[src/rtl/param_mem_arbiter.sv]
// param_mem_arbiter: shares one single-port parameter RAM (1-cycle read latency)
// between the DSP coefficient fetch (read-only, high priority) and the SPI
// control path (read/write, low priority with a starvation guard).
// Optional feature macro: PARAM_ARB_WRITE_BUFFER_EN adds a one-entry posted
// write buffer with read forwarding for the DSP side.
module param_mem_arbiter #(
    parameter int WORD_WIDTH = 8,
    parameter int ADDR_WIDTH = 2,
    parameter int MAX_WAIT   = 4
) (
    input  logic                  clk,
    input  logic                  reset_n,
    input  logic                  dsp_req,
    input  logic [ADDR_WIDTH-1:0] dsp_addr,
    output logic                  dsp_ready,
    output logic                  dsp_rvalid,
    output logic [WORD_WIDTH-1:0] dsp_rdata,
    input  logic                  spi_req,
    input  logic                  spi_we,
    input  logic [ADDR_WIDTH-1:0] spi_addr,
    input  logic [WORD_WIDTH-1:0] spi_wdata,
    output logic                  spi_ready,
    output logic                  spi_rvalid,
    output logic [WORD_WIDTH-1:0] spi_rdata,
    output logic [ADDR_WIDTH-1:0] mem_addr,
    output logic                  mem_we,
    output logic [WORD_WIDTH-1:0] mem_wdata,
    input  logic [WORD_WIDTH-1:0] mem_rdata
);

    localparam logic [3:0] WaitLimit = 4'(MAX_WAIT);

    logic [3:0] wait_cnt_q, wait_cnt_d;
    logic       dsp_rvalid_q, spi_rvalid_q;
    logic       wait_full;
    logic       dsp_grant;
    logic       spi_grant;
    logic       spi_rd_grant;
    logic       wait_inc;

`ifdef PARAM_ARB_WRITE_BUFFER_EN
    logic                  wb_valid_q, wb_valid_d;
    logic [ADDR_WIDTH-1:0] wb_addr_q, wb_addr_d;
    logic [WORD_WIDTH-1:0] wb_data_q, wb_data_d;
    logic                  fwd_q, fwd_d;
    logic [WORD_WIDTH-1:0] fwd_data_q;
    logic                  drain;
    logic                  spi_wr_accept;
`endif

    // Arbitration and RAM drive: decide who owns the RAM port this cycle; everything is held at 0 in reset
    always_comb begin
        wait_full    = (wait_cnt_q == WaitLimit);
        dsp_grant    = 1'b0;
        spi_grant    = 1'b0;
        spi_rd_grant = 1'b0;
        wait_inc     = 1'b0;
        mem_we       = 1'b0;
        mem_addr     = '0;
        mem_wdata    = '0;
`ifdef PARAM_ARB_WRITE_BUFFER_EN
        drain         = 1'b0;
        spi_wr_accept = 1'b0;
        if (reset_n) begin
            drain         = wb_valid_q && (!dsp_req || wait_full);
            spi_rd_grant  = spi_req && !spi_we && !wb_valid_q && (!dsp_req || wait_full);
            spi_wr_accept = spi_req && spi_we && (!wb_valid_q || drain);
            spi_grant     = spi_rd_grant || spi_wr_accept;
            dsp_grant     = dsp_req && !drain && !spi_rd_grant;
            mem_we        = drain;
            mem_addr      = drain ? wb_addr_q : (spi_rd_grant ? spi_addr : dsp_addr);
            mem_wdata     = wb_data_q;
            wait_inc      = (spi_req && !spi_grant) || (wb_valid_q && !drain);
        end
`else
        if (reset_n) begin
            spi_grant    = spi_req && (wait_full || !dsp_req);
            spi_rd_grant = spi_grant && !spi_we;
            dsp_grant    = dsp_req && !spi_grant;
            mem_we       = spi_grant && spi_we;
            mem_addr     = spi_grant ? spi_addr : dsp_addr;
            mem_wdata    = spi_wdata;
            wait_inc     = spi_req && !spi_grant;
        end
`endif
    end

    // Starvation counter: counts refused cycles, saturates at the limit, clears otherwise
    always_comb begin
        wait_cnt_d = '0;
        if (wait_inc) begin
            wait_cnt_d = wait_full ? wait_cnt_q : wait_cnt_q + 4'd1;
        end
    end

    // Core state: wait counter and one-cycle read-return flags
    always_ff @(posedge clk or negedge reset_n) begin
        if (!reset_n) begin
            wait_cnt_q   <= '0;
            dsp_rvalid_q <= 1'b0;
            spi_rvalid_q <= 1'b0;
        end else begin
            wait_cnt_q   <= wait_cnt_d;
            dsp_rvalid_q <= dsp_grant;
            spi_rvalid_q <= spi_rd_grant;
        end
    end

`ifdef PARAM_ARB_WRITE_BUFFER_EN
    // Buffer next state: drain empties it, an accepted write refills it (drain and refill may share a cycle)
    always_comb begin
        wb_valid_d = wb_valid_q;
        wb_addr_d  = wb_addr_q;
        wb_data_d  = wb_data_q;
        if (drain) begin
            wb_valid_d = 1'b0;
        end
        if (spi_wr_accept) begin
            wb_valid_d = 1'b1;
            wb_addr_d  = spi_addr;
            wb_data_d  = spi_wdata;
        end
        fwd_d = dsp_grant && wb_valid_q && (dsp_addr == wb_addr_q);
    end

    // Buffer registers plus the forward flag/data captured with the DSP grant
    always_ff @(posedge clk or negedge reset_n) begin
        if (!reset_n) begin
            wb_valid_q <= 1'b0;
            wb_addr_q  <= '0;
            wb_data_q  <= '0;
            fwd_q      <= 1'b0;
            fwd_data_q <= '0;
        end else begin
            wb_valid_q <= wb_valid_d;
            wb_addr_q  <= wb_addr_d;
            wb_data_q  <= wb_data_d;
            fwd_q      <= fwd_d;
            fwd_data_q <= wb_data_q;
        end
    end

    assign dsp_rdata = reset_n ? (fwd_q ? fwd_data_q : mem_rdata) : '0;
`else
    assign dsp_rdata = reset_n ? mem_rdata : '0;
`endif

    assign spi_rdata  = reset_n ? mem_rdata : '0;
    assign dsp_ready  = dsp_grant;
    assign spi_ready  = spi_grant;
    assign dsp_rvalid = dsp_rvalid_q;
    assign spi_rvalid = spi_rvalid_q;

endmodule

[config.mk]
export PLATFORM = sky130hd
export DESIGN_NAME = param_mem_arbiter
export DESIGN_NICKNAME = d
export VERILOG_FILES = /design/src/rtl/param_mem_arbiter.sv
export SDC_FILE = /design/constraint.sdc
export NUM_CORES = 1
export LEC_CHECK = 0
export ABC_CLOCK_PERIOD_IN_PS = 3800
export CAP_MARGIN = 0
export CELL_PAD_IN_SITES_DETAIL_PLACEMENT = 1
export CELL_PAD_IN_SITES_GLOBAL_PLACEMENT = 2
export CORE_MARGIN = 8
export CORE_UTILIZATION = 14
export CTS_BUF_LIST = sky130_fd_sc_hd__clkbuf_4 sky130_fd_sc_hd__clkbuf_8
export DETAILED_ROUTE_END_ITERATION = 16
export PLACE_DENSITY_LB_ADDON = 0.1
export SYNTH_ARGS = -nofsm -noshare
export SYNTH_HDL_FRONTEND = slang
export SYNTH_SLANG_ARGS = --single-unit
[constraint.sdc]
create_clock -name clk -period 3.8 [get_ports clk]
set_input_delay 0.57 -clock clk [delete_from_list [all_inputs] [get_ports clk]]
set_output_delay 0.57 -clock clk [all_outputs]
set_load 0.005 [all_outputs]
Yosys cells after proc, flatten, opt, wreduce, memory -nomap -nowiden --
Index checks and enable logic that the tools add are counted.
Word-level totals: flip-flop bits (word level) 6, latch bits 0, memory bits (writable) 0, ROM bits 0, output and inout port bits 31, word-level logic and storage cells 26, memories 0
Operators by class: add/sub/neg operators 1, $mul 0, divide/modulo/power cells 0, magnitude comparators 0, equal/unequal tests 2, shifts and indexed selects 0, multiplexer cells 11, bitwise gates (word level) 0, reductions and logical operators 9
Operators by type and width (count):
- $mux 8 | 2
- $mux 4 | 2
- $logic_and 1x1->1 | 5
- $mux 1 | 5
- $add 4x1->4 const B | 1
- $eq 4x3->1 const B | 1
- $mux 2 | 2
- $logic_not 1->1 | 3
- $ne 2x2->1 const B | 1
- $logic_or 1x1->1 | 1

Depth between registers and ports, before layout --
depth after elaboration 7, gate-level depth with buffers 5

Worst setup path after synthesis --
Ideal clock, no wire load.
path type reg2out, start register wait_cnt_q[0], end output mem_addr[0], data arrival time 1131 ps, data required time 3230 ps, slack 2099 ps, stages on the path, launching flop included 6, buffers on the path 0, path through dfrtp_1 > inv_1 > ha_1 > nand3b_4 > a21boi_4 > mux2i_1
On the way: word-level cells in the longest chain between the ends 5
RTL lines:
- start, declared | RTL line 33 | logic [3:0] wait_cnt_q, wait_cnt_d;
- start signal, assigned | RTL line 103 | wait_cnt_q <= wait_cnt_d;
- $eq 4x3->1 | RTL line 53 | wait_full = (wait_cnt_q == WaitLimit);
- $logic_or 1x1->1 | RTL line 77 | spi_grant = spi_req && (wait_full || !dsp_req);
- $logic_and 1x1->1 | RTL line 77
- $mux 2 | RTL line 81 | mem_addr = spi_grant ? spi_addr : dsp_addr;
- $mux 2 | RTL line 76 | if (reset_n) begin
- end, declared | RTL line 25 | output logic [ADDR_WIDTH-1:0] mem_addr,
Every way passes these cells.

Worst setup path after layout --
start input reset_n, end output dsp_rdata[5]
On the way: word-level cells in the longest chain between the ends 1
RTL lines:
- start, declared | RTL line 12 | input logic reset_n,
- $mux 8 | RTL line 145 | assign dsp_rdata = reset_n ? mem_rdata : '0;
- end, declared | RTL line 17 | output logic [WORD_WIDTH-1:0] dsp_rdata,
Every way passes these cells.

==> flow_metrics.py <==
metrics = {
    "placed_design": {
        "number_of_port_buffers": 55,
        "place.gp.congestion": 0.686,
        "placedCellCount": 153,
        "dp.final_hpwl_um": 1760,
    },
    "clock_tree": {
        "cts_repair_resize_count": 0,
        "cts_hold_buffers_added": 0,
        "number_of_h_tree_levels": 1,
        "clk-insertion-delay-late_ns": 0.24,
        "cts_sink_count": 6,
        "cts_setup_buffers": 0,
        "cts_inserted_buffers": 3,
        "clockBufferDepth": 2,
        "clk_pin_slew_worst_paths_ns": 0.04,
        "cts_tree": "built",
        "clock-root-buffer": "sky130_fd_sc_hd__clkbuf_4",
    },
    "power": {
        "power.static_leakage_uw": 0.000430,
        "power-per-cell-area_nw_per_um2": 191,
        "vdd_ir_drop_max_mv": 0.0786,
    },
    "critical_path": {
        "arrival_time_of_the_worst_setup_path_ns": 2.29,
        "critPathSlowestCell": "sky130_fd_sc_hd__clkdlybuf4s50_1",
        "reg2reg_slack_ns": 2.62,
        "cp_max_fo": 16,
        "criticalPathCategory": "in2out",
        "cpPeakStageDelay_ns": 0.76,
        "cp_buf_inv_count": 3,
        "worstSetupStartpointType": "input pin",
        "cp_data_required_time_ns": 3.23,
        "endpoint_kind": "output pin",
        "worst_path_most_repeated_cell": "sky130_fd_sc_hd__clkdlybuf4s50_1",
        "crit_chain": "clkdlybuf4s50_1 > buf_4 > and2_1 > clkdlybuf4s50_1",
        "critical-path-top-delay-family": "buffers and inverters",
    },
    "yosys": {
        "synth_top_cell_by_area": "sky130_fd_sc_hd__dfrtp_1",
        "fraction_of_synthesized_cell_area_taken_by_the_top_area_cell_type_pct": 29.7,
        "synth-async-reset-ratio_pct": 100,
        "synth-edff-count": 0,
        "synth_area_sq_um": 505,
        "synthMostInstantiatedCell": "sky130_fd_sc_hd__and2_1",
        "seq_area_frac_synth_pct": 29.7,
        "syn_nets": 86,
        "synthFlopType": "sky130_fd_sc_hd__dfrtp_1",
        "yosys_warnings": 0,
        "synth.top_cells.by_count": "sky130_fd_sc_hd__and2_1 (17), sky130_fd_sc_hd__buf_4 (8), sky130_fd_sc_hd__dfrtp_1 (6), sky130_fd_sc_hd__nand2_1 (6), sky130_fd_sc_hd__nor2_1 (5)",
        "yosys-top-cells-area": "sky130_fd_sc_hd__dfrtp_1 (30%), sky130_fd_sc_hd__and2_1 (21%), sky130_fd_sc_hd__buf_4 (12%)",
        "yosysUniqueCellTypes": 17,
        "postSynthCellCount": 59,
        "synth.ff_latch_count": 6,
        "syn-mean-instance-area_sq_um": 8.57,
    },
    "timing": {
        "slew_headroom_pct": 68.6,
        "grt_setup_unrepaired": "no",
        "final_period_minus_worst_setup_slack_ns": 2.86,
        "setup_viol": 0,
        "max_freq_mhz": 350,
        "hold_violations": 0,
        "slew_violations": 0,
        "totalNegativeSetupSlack_ns": 0,
        "max_slew.worst_pin.slew_ns": 0.469,
        "post-route-period-util_pct": 75.3,
        "timing.clock.skew_ns": 0.00433,
    },
    "die": {
        "num_io_pins": 56,
        "initial_core_util_pct": 14.1,
        "area_enclosed_by_the_die_boundary_sq_um": 5790,
        "core_footprint_sq_um": 3580,
        "die_x_um": 76.1,
        "vertical_die_dimension_um": 76.1,
        "placement_rows": 22,
    },
    "drt": {
        "ant_nets": 0,
        "route.vias.total": 545,
        "wirelength_um": 1960,
        "drc_violations_left": 0,
        "first_pass_iters": 4,
        "vias_per_cell": 3.49,
        "detail_route.wl_per_cell_um": 12.5,
        "1st_iter_drt_viols": 10,
    },
    "global_route": {
        "grt_start_max_net_pins": 17,
        "antenna_found_initial": 0,
        "via_count_of_the_first_global_routing_pass": 628,
        "gr-usage-all-layers_pct": 7.37,
        "grt_overflow": 0,
        "grt_first_pass_wirelength_um": 3460,
    },
    "run_status": {
        "result_of_the_run": "finished, final reports clean",
    },
    "cells_and_area": {
        "area_growth_pct": 113,
        "area.sequential_sq_um": 150,
        "post_layout_nonfiller_instances": 156,
        "nets": 137,
        "post_route_cells_drive_above_1_share_pct": 6.48,
        "n_fill_cell": 446,
        "multi_input_area_sq_um": 277,
        "antenna-diode-count": 0,
    },
    "hold_path": {
        "min-delay-path-class": "reg2reg",
    },
    "run": {
        "maximum_capacitance_violations": 0,
    },
}
## worst register-to-register path: cells and delay by family, from the launching register on
family | cells | cell delay, ns
adder cells (fa/ha/maj) | 1 | 0.23
flip-flops | 1 | 0.38
AND/OR/NAND/NOR | 3 | 0.44
buffers and inverters | 1 | 0.06
## through the flow
stage / total power [uW] / worst slack [ns] / utilization (%) / hold WS, ns / cell area (sq um)
finish: 206 / 0.940 / 30.1 / 0.489 / 1080
global route: 223 / 0.787 / 30.1 / 0.525 / 1080
CTS: 212 / 0.866 / 30.1 / 0.498 / 1080
detailed placement: 151 / 0.865 / 29.5 / 0.490 / 1060
global placement: 150 / 0.891 / 29.5 / 0.500 / 1060
floorplan: 92.1 / 2.10 / - / 0.274 / 505
## worst paths after layout
| kind | start | end | cells past startpoint |
|---|---|---|---|
| max | reset_n | dsp_rdata[5] | 4 |
| min | wait_cnt_q[0] | wait_cnt_q[0] | 1 |
| max reg2reg | wait_cnt_q[0] | wait_cnt_q[1] | 5 |
| min reg2reg | wait_cnt_q[0] | wait_cnt_q[0] | 1 |
| max in group asynchronous | reset_n | wait_cnt_q[1] | 2 |
| min in group asynchronous | reset_n | wait_cnt_q[3] | 1 |
## report_power, final
part	total [uW]	internal, uW	switching [uW]
Clock	58.5	35.7	22.8
Combinational	81.2	57.2	24.0
Sequential	66.2	65.5	0.728
## cell usage in the layout (no fill, tap or decap)
cell,synthesis,final
sky130_fd_sc_hd__ha_1,2,2
sky130_fd_sc_hd__clkbuf_4,0,3
sky130_fd_sc_hd__nand4_1,1,1
sky130_fd_sc_hd__mux2i_1,2,2
sky130_fd_sc_hd__xnor2_1,1,1
sky130_fd_sc_hd__nand3_1,1,1
sky130_fd_sc_hd__nor2_1,5,5
sky130_fd_sc_hd__a21oi_2,1,1
sky130_fd_sc_hd__and2_1,17,17
sky130_fd_sc_hd__xor2_1,1,1
sky130_fd_sc_hd__clkdlybuf4s50_1,0,55
sky130_fd_sc_hd__buf_4,8,1
sky130_fd_sc_hd__inv_1,3,3
sky130_fd_sc_hd__nand2_1,6,6
sky130_fd_sc_hd__dfrtp_1,6,6
sky130_fd_sc_hd__a21boi_4,1,1
sky130_fd_sc_hd__and2b_1,1,1
sky130_fd_sc_hd__nand3b_4,1,1
## per-layer routing
layer	vias up	share of wire (%)	GRT usage, %
li1	272	-	-
met1	236	39	7.62
met2	35	49	11.8
met3	2	10	3.77
met4	0	1.5	4.04
met5	-	0	0
## registers in the layout (all words and copies together) (netlist names)
register	flops
dsp_rvalid	1
wait_cnt_q	4
spi_rvalid	1
## cell type report
type | count | area share [%]
clock buffers | 3 | 2.09
inverters | 3 | 1.04
multi-input cells | 40 | 25.6
flip-flops and latches | 6 | 13.9
well taps | 48 | 5.57
repair buffers | 56 | 51.7
## cell families (layout without fill, tap and decap cells)
kind of cell	after synthesis	in the layout	share of synthesized area [%]
compound gates	2	2	5.45
mux	2	2	3.96
buf+inv	13	62	15.6
simple gates	32	32	36.9
xor+xnor	2	2	3.47
fa+ha+maj	2	2	4.95
flops	6	6	29.7
(Power assumes the default switching activity.)
